## src/rtl/ray_dir_reciprocal_pkg.sv

```systemverilog
// ray_dir_reciprocal_pkg: shared types, Q-format widths and reciprocal constants
// Provides vec3 (Q10.18 components) and vec3_18_18 (Q18.18 components), both
// packed [2:0] with index 0 = x, plus recip_form() for saturation, sign and zero handling.
package ray_dir_reciprocal_pkg;
  localparam int DIR_W = 28;
  localparam int INV_W = 36;
  localparam int DIV_ITERS = 37;
  localparam int Q_FRAC = 18;
  localparam logic [DIV_ITERS-1:0] RECIP_DIVIDEND = 37'h10_0000_0000;
  localparam logic [DIV_ITERS-1:0] RECIP_MAX_36 = 37'h07_FFFF_FFFF;
  typedef logic [2:0][DIR_W-1:0] vec3;
  typedef logic [2:0][INV_W-1:0] vec3_18_18;
  function automatic logic [INV_W-1:0] recip_form(input logic [DIV_ITERS-1:0] q, input logic neg,
                                                  input logic zero);
    logic [INV_W-1:0] m;
    m = (q > RECIP_MAX_36) ? RECIP_MAX_36[INV_W-1:0] : q[INV_W-1:0];
    return zero ? '0 : neg ? -m : m;
  endfunction
endpackage

```

## src/rtl/ray_dir_reciprocal_div_core.sv

```systemverilog
// recip_div_core: restoring unsigned divider of 2^36 by a DIR_W-bit divisor
// Ports: clk, rst; i_start (load dividend and do the first step), i_en (do one more step),
// i_divisor (held stable by the caller for the whole division); o_quotient (37 bits),
// o_done (all DIV_ITERS quotient bits produced).
module recip_div_core
  import ray_dir_reciprocal_pkg::*;
(
  input  logic                 clk,
  input  logic                 rst,
  input  logic                 i_start,
  input  logic                 i_en,
  input  logic [DIR_W-1:0]     i_divisor,
  output logic [DIV_ITERS-1:0] o_quotient,
  output logic                 o_done
);
  logic [DIR_W-1:0] r_rem, w_rem_in, w_sub;
  logic [DIV_ITERS-1:0] r_quo, w_quo_in;
  logic [5:0] r_cnt;
  logic [DIR_W:0] w_sh;
  logic w_ge;
  // The quotient register starts holding the dividend; its MSB shifts into the
  // remainder while quotient bits shift in at the bottom.
  assign w_rem_in = i_start ? '0 : r_rem;
  assign w_quo_in = i_start ? RECIP_DIVIDEND : r_quo;
  assign w_sh = {w_rem_in, w_quo_in[DIV_ITERS-1]};
  assign w_ge = w_sh >= {1'b0, i_divisor};
  // The remainder stays below the divisor, so the difference fits in DIR_W bits.
  assign w_sub = w_sh[DIR_W-1:0] - i_divisor;
  assign o_quotient = r_quo;
  assign o_done = r_cnt == 6'(DIV_ITERS);
  always_ff @(posedge clk) begin
    if (rst) begin
      r_rem <= '0;
      r_quo <= '0;
      r_cnt <= '0;
    end else if (i_start | i_en) begin
      r_rem <= w_ge ? w_sub : w_sh[DIR_W-1:0];
      r_quo <= {w_quo_in[DIV_ITERS-2:0], w_ge};
      r_cnt <= i_start ? 6'd1 : r_cnt + 6'd1;
    end
  end
endmodule

```

## src/rtl/ray_dir_reciprocal.sv

```systemverilog
// ray_dir_reciprocal: per-axis Q18.18 reciprocal of a Q10.18 ray direction
// Ports: clk, rst (sync, active-high); in_valid/in_ready accept ray_dir and ray_orig_in;
// out_valid/out_ready present ray_orig_out, inv_ray_dir and div_by_zero (bit0 = x).
// Macro RECIP_SINGLE_DIV_EN: one time-shared divider (x, y, z), latency 112 instead of 38.
module ray_dir_reciprocal
  import ray_dir_reciprocal_pkg::*;
(
  input  logic       clk,
  input  logic       rst,
  input  logic       in_valid,
  output logic       in_ready,
  input  vec3        ray_orig_in,
  input  vec3        ray_dir,
  output logic       out_valid,
  input  logic       out_ready,
  output vec3        ray_orig_out,
  output vec3_18_18  inv_ray_dir,
  output logic [2:0] div_by_zero
);
  localparam logic [1:0] S_IDLE = 2'd0, S_DIVIDE = 2'd1, S_DONE = 2'd2;
  logic [1:0] r_state;
  logic r_go;
  logic [2:0] r_neg, r_zero;
  logic [2:0][DIR_W-1:0] r_mag;
  logic w_acc, w_busy, w_start, w_en, w_fin;
  vec3_18_18 w_res;
  assign in_ready = r_state == S_IDLE;
  assign out_valid = r_state == S_DONE;
  assign w_acc = in_valid & in_ready;
  // r_go marks the first DIVIDE cycle, where the divider is started from the captured magnitudes.
  assign w_busy = (r_state == S_DIVIDE) & ~r_go;
`ifdef RECIP_SINGLE_DIV_EN
  logic [1:0] r_axis, w_sel;
  logic [DIR_W-1:0] w_div;
  logic [DIV_ITERS-1:0] w_q;
  logic w_done;
  logic [INV_W-1:0] r_part0, r_part1, w_form;
  // Finishing one axis and starting the next share a cycle, keeping 37 cycles per axis.
  assign w_sel = (w_busy & w_done) ? r_axis + 2'd1 : r_axis;
  assign w_div = w_sel == 2'd0 ? r_mag[0] : w_sel == 2'd1 ? r_mag[1] : r_mag[2];
  assign w_start = r_go | (w_busy & w_done & (r_axis != 2'd2));
  assign w_en = w_busy & ~w_done;
  assign w_fin = w_busy & w_done & (r_axis == 2'd2);
  assign w_form = recip_form(w_q, r_neg[r_axis], r_zero[r_axis]);
  assign w_res = {w_form, r_part1, r_part0};
  recip_div_core u_div (
    .clk(clk), .rst(rst), .i_start(w_start), .i_en(w_en), .i_divisor(w_div),
    .o_quotient(w_q), .o_done(w_done)
  );
  always_ff @(posedge clk) begin
    if (rst | w_acc) begin
      r_axis <= '0;
      r_part0 <= '0;
      r_part1 <= '0;
    end else if (w_busy & w_done & (r_axis != 2'd2)) begin
      r_axis <= r_axis + 2'd1;
      if (r_axis[0]) r_part1 <= w_form;
      else r_part0 <= w_form;
    end
  end
`else
  logic [2:0] w_dn;
  logic [2:0][DIV_ITERS-1:0] w_q;
  assign w_start = r_go;
  assign w_en = w_busy & ~(&w_dn);
  assign w_fin = w_busy & (&w_dn);
  for (genvar a = 0; a < 3; a++) begin : g_div
    recip_div_core u_div (
      .clk(clk), .rst(rst), .i_start(w_start), .i_en(w_en), .i_divisor(r_mag[a]),
      .o_quotient(w_q[a]), .o_done(w_dn[a])
    );
    assign w_res[a] = recip_form(w_q[a], r_neg[a], r_zero[a]);
  end
`endif
  always_ff @(posedge clk) begin
    if (rst) begin
      r_state <= S_IDLE;
      r_go <= 1'b0;
      r_neg <= '0;
      r_zero <= '0;
      r_mag <= '0;
      ray_orig_out <= '0;
      inv_ray_dir <= '0;
      div_by_zero <= '0;
    end else begin
      r_go <= w_acc;
      if (w_acc) begin
        r_state <= S_DIVIDE;
        ray_orig_out <= ray_orig_in;
        for (int i = 0; i < 3; i++) begin
          r_neg[i] <= ray_dir[i][DIR_W-1];
          r_zero[i] <= ray_dir[i] == '0;
          r_mag[i] <= ray_dir[i][DIR_W-1] ? -ray_dir[i] : ray_dir[i];
        end
      end
      if (w_fin) begin
        r_state <= S_DONE;
        inv_ray_dir <= w_res;
        div_by_zero <= r_zero;
      end
      if (out_valid & out_ready) r_state <= S_IDLE;
    end
  end
endmodule

```

## config.mk

```make
export PLATFORM = sky130hd
export DESIGN_NAME = ray_dir_reciprocal
export DESIGN_NICKNAME = d
export VERILOG_FILES = /design/src/rtl/ray_dir_reciprocal_pkg.sv /design/src/rtl/ray_dir_reciprocal_div_core.sv /design/src/rtl/ray_dir_reciprocal.sv
export SDC_FILE = /design/constraint.sdc
export NUM_CORES = 1
export LEC_CHECK = 0
export CAP_MARGIN = 20
export CORE_MARGIN = 5
export CORE_UTILIZATION = 55
export DETAILED_ROUTE_END_ITERATION = 8
export PLACE_DENSITY = 0.83
export SYNTH_ARGS = -nofsm -noshare
export SYNTH_HDL_FRONTEND = slang
export SYNTH_SLANG_ARGS = --single-unit
```

## constraint.sdc

```tcl
create_clock -name clk -period 9.58 [get_ports clk]
set_clock_uncertainty 0.05 [all_clocks]
set_input_delay 1.437 -clock clk [delete_from_list [all_inputs] [get_ports clk]]
set_output_delay 1.437 -clock clk [all_outputs]
set_load 0.01 [all_outputs]
```

==> results.json <==
{
  "outcome": "complete, no violations",
  "crit_top_cell": "buf_4",
  "synth_cell_types": 79,
  "htreeDepth": 2,
  "synth_ff_type": "dfxtp_1",
  "grt_max_degree": 235,
  "ys_ff_latch": 501,
  "fillers": 4223,
  "critPathKind": "reg -> reg",
  "antenna_found_initial": 0,
  "dieWidth_um": 234.1,
  "core-area_mm2": 0.04997,
  "rsz0062_at_grt": "false",
  "yosys_warnings": 0,
  "synth_edf_count": 0,
  "arrival_ns": 5.28,
  "synth-async-reset-ratio_pct": 0,
  "via_per_inst": 5.862,
  "holdBufCountCts": 0,
  "initial_core_util_pct": 55.30,
  "dr.pass1.iters": 6,
  "cts-resized-gates": 0,
  "fin_util_pct": 66.89,
  "maxSlewViolCount": 0,
  "max_slew.worst_pin.slew_ns": 1.385,
  "dieHeight_um": 234.1,
  "crit_path_max_incr_delay_ns": 0.67,
  "clock-root-buffer": "clkbuf_16",
  "drc": 0,
  "min_path_type": "reg -> reg",
  "drtAntennaViolNets": 0,
  "cts_buffer_depth": 3,
  "synth_area_leaders": "dfxtp_1, nand2_1, a21oi_1, nor2_1, ha_1",
  "numCtsBuffers": 53,
  "tritoncts": "yes",
  "synth_nets": 3869,
  "globalRoute.totalOverflow": 0,
  "crit_slowest_cell": "dfxtp_4",
  "max_freq_ghz": 0.2075,
  "max_slew_margin_pct": 7.694,
  "yosysTopAreaCell": "dfxtp_1",
  "die_area_mm2": 0.05482,
  "syn_inst": 3598,
  "grt_pass1_wl_um": 121600,
  "drt_wl_total_um": 76920,
  "finalNetCount": 4071,
  "layout-drive-gt1-share_pct": 4.245,
  "wire_per_inst_um": 17.04,
  "dp_hpwl_um": 52570,
  "cts.sink_count": 501,
  "clk_pin_slew_ns": 0.06,
  "grt_pass1_vias": 24330,
  "cp-end-kind": "register",
  "maxCapViolCount": 0,
  "syn_area_mm2": 0.02763,
  "mostFrequentLayoutCells": "dfxtp_1, nand2_1, nor2_1, clkdlybuf4s50_1, a21oi_1",
  "synth.avg_cell_area_um2": 7.680,
  "finalCritPeriodShare_pct": 50.31,
  "p_per_area_mw_per_mm2": 215.0,
  "post-route-min-period_ns": 4.820,
  "cp_cell_sequence": "buf_4 -> inv_4 -> nand2_1 -> inv_1 -> ha_1 -> nor2b_1 -> o31a_1 -> o31ai_1 -> o2111ai_1 -> a21oi_1 -> nor2_1 -> buf_4 -> mux2_2 -> a22o_1",
  "drtIter0Drc": 2076,
  "grtUsageTotal_pct": 26.30,
  "clock_latency_ns": 0.62,
  "peakVddDrop_mv": 0.1665,
  "vias": 26450,
  "hold_viol": 0,
  "routabilityCongestion": 0.9276,
  "synth_top_cell_area_share_pct": 36.30,
  "setup_viol": 0,
  "cp.required_ns": 10.04,
  "final_common_cell": "dfxtp_1",
  "crit_fanout": 45,
  "area_growth_pct": 20.95,
  "startpoint_type": "register",
  "leakage_uw": 0.01260,
  "rows": 82,
  "post-cts-setup-buffer-count": 0,
  "ys_seq_area_share_pct": 36.30,
  "portBuffers": 368,
  "io_pins": 369,
  "setup_tns_ns": 0
}
where the power goes:
| group | internal, µW | switching (µW) |
|---|---|---|
| Combinational | 1120 | 1560 |
| Clock | 1300 | 875 |
| Sequential | 2240 | 90.1 |
path summary, 6_finish.rpt:
path	startpoint	depth (start not counted)	slack, ns	end
setup / recovery	r_go	14	4.76	g_div[0].u_div.r_rem[12]
hold / removal	ray_orig_out[64]	2	0.40	ray_orig_out[64]
setup reg to reg	r_go	14	4.76	g_div[0].u_div.r_rem[12]
hold reg to reg	ray_orig_out[64]	2	0.40	ray_orig_out[64]
layout make-up:
| class | count | area, µm² | area share [%] |
|---|---|---|---|
| multi-input cells | 2732 | 16280 | 48.70 |
| flip-flops and latches | 501 | 10030 | 30.02 |
| repair buffers | 397 | 3979 | 11.91 |
| clock buffers | 76 | 1574 | 4.710 |
| well taps | 672 | 840.8 | 2.516 |
| inverters | 115 | 434.2 | 1.299 |
| clock inverters | 19 | 280.3 | 0.8386 |
| diodes | 1 | 2.502 | 0.007488 |
stage by stage:
step	instance area, µm²	hold slack, ns	total power, µW	instances	setup slack [ns]
final	33420	0.4025	7186	4513	4.760
after global routing	33420	0.4194	7573	4512	4.493
after CTS	33330	0.4016	7135	4508	4.842
after detailed placement	31470	0.3928	4953	4413	4.868
after global placement	31470	0.3785	4916	4413	4.972
after floorplan	27630	0.3673	4349	3598	5.514
cell usage after synthesis, types with 7 or more instances:
master	count
inv_1	115
a22oi_1	40
o41ai_1	14
o311ai_0	12
a211oi_1	131
buf_1	21
o31ai_1	37
mux2i_1	50
or2_2	15
o22ai_1	34
a2111oi_0	8
o31a_1	10
nor4_1	24
o21ai_0	125
a31oi_1	23
a21o_1	32
o211ai_1	9
xnor2_1	58
xor2_1	132
or4_1	20
nor2b_1	101
o21a_1	20
dfxtp_1	501
a32oi_1	7
a22o_1	34
nand3_1	141
a21oi_1	347
or3_1	34
a311oi_1	23
and4_1	7
ha_1	96
and3_1	18
nand4_1	32
nor3_1	82
nand2_1	470
nor2_1	418
nand2b_1	22
clkbuf_1	227
kinds of logic (layout without fill, tap and decap cells):
logic type,count (synthesis),after routing,share of synthesized area (%)
fa+ha+maj,99,99,4.564
mux,55,55,2.015
other cells,0,1,0
xor+xnor,190,190,6.022
compound gates,964,964,22.48
buf+inv,365,607,4.967
flops,501,501,36.30
simple gates,1424,1424,23.65
flip-flops by register name, indices dropped and copies added (netlist names):
| signal | count |
|---|---|
| r_state | 2 |
| div_by_zero | 3 |
| ray_orig_out | 84 |
| r_zero | 3 |
| r_go | 1 |
| inv_ray_dir | 108 |
| g_div.u_div.r_cnt | 18 |
| g_div.u_div.o_quotient | 111 |
| r_neg | 3 |
| g_div.u_div.r_rem | 84 |
| r_mag | 84 |
metal layers:
metal,share of wire [%],global-route usage [%]
met1,42,34.45
met2,48,43.78
met3,7.4,5.594
met4,2.5,7.946
met5,0,0
worst max-delay path, delay by kind of cell, from the launching register on:
kind	cells	cell delay, ns
AOI/OAI and AO/OA	5	1.61
muxes	1	0.28
DFF	1	0.67
adders and majority gates	1	0.28
buffers and inverters	4	1.12
and+or+nand+nor	3	0.67
Note: power is estimated with default switching activity, not from simulation.
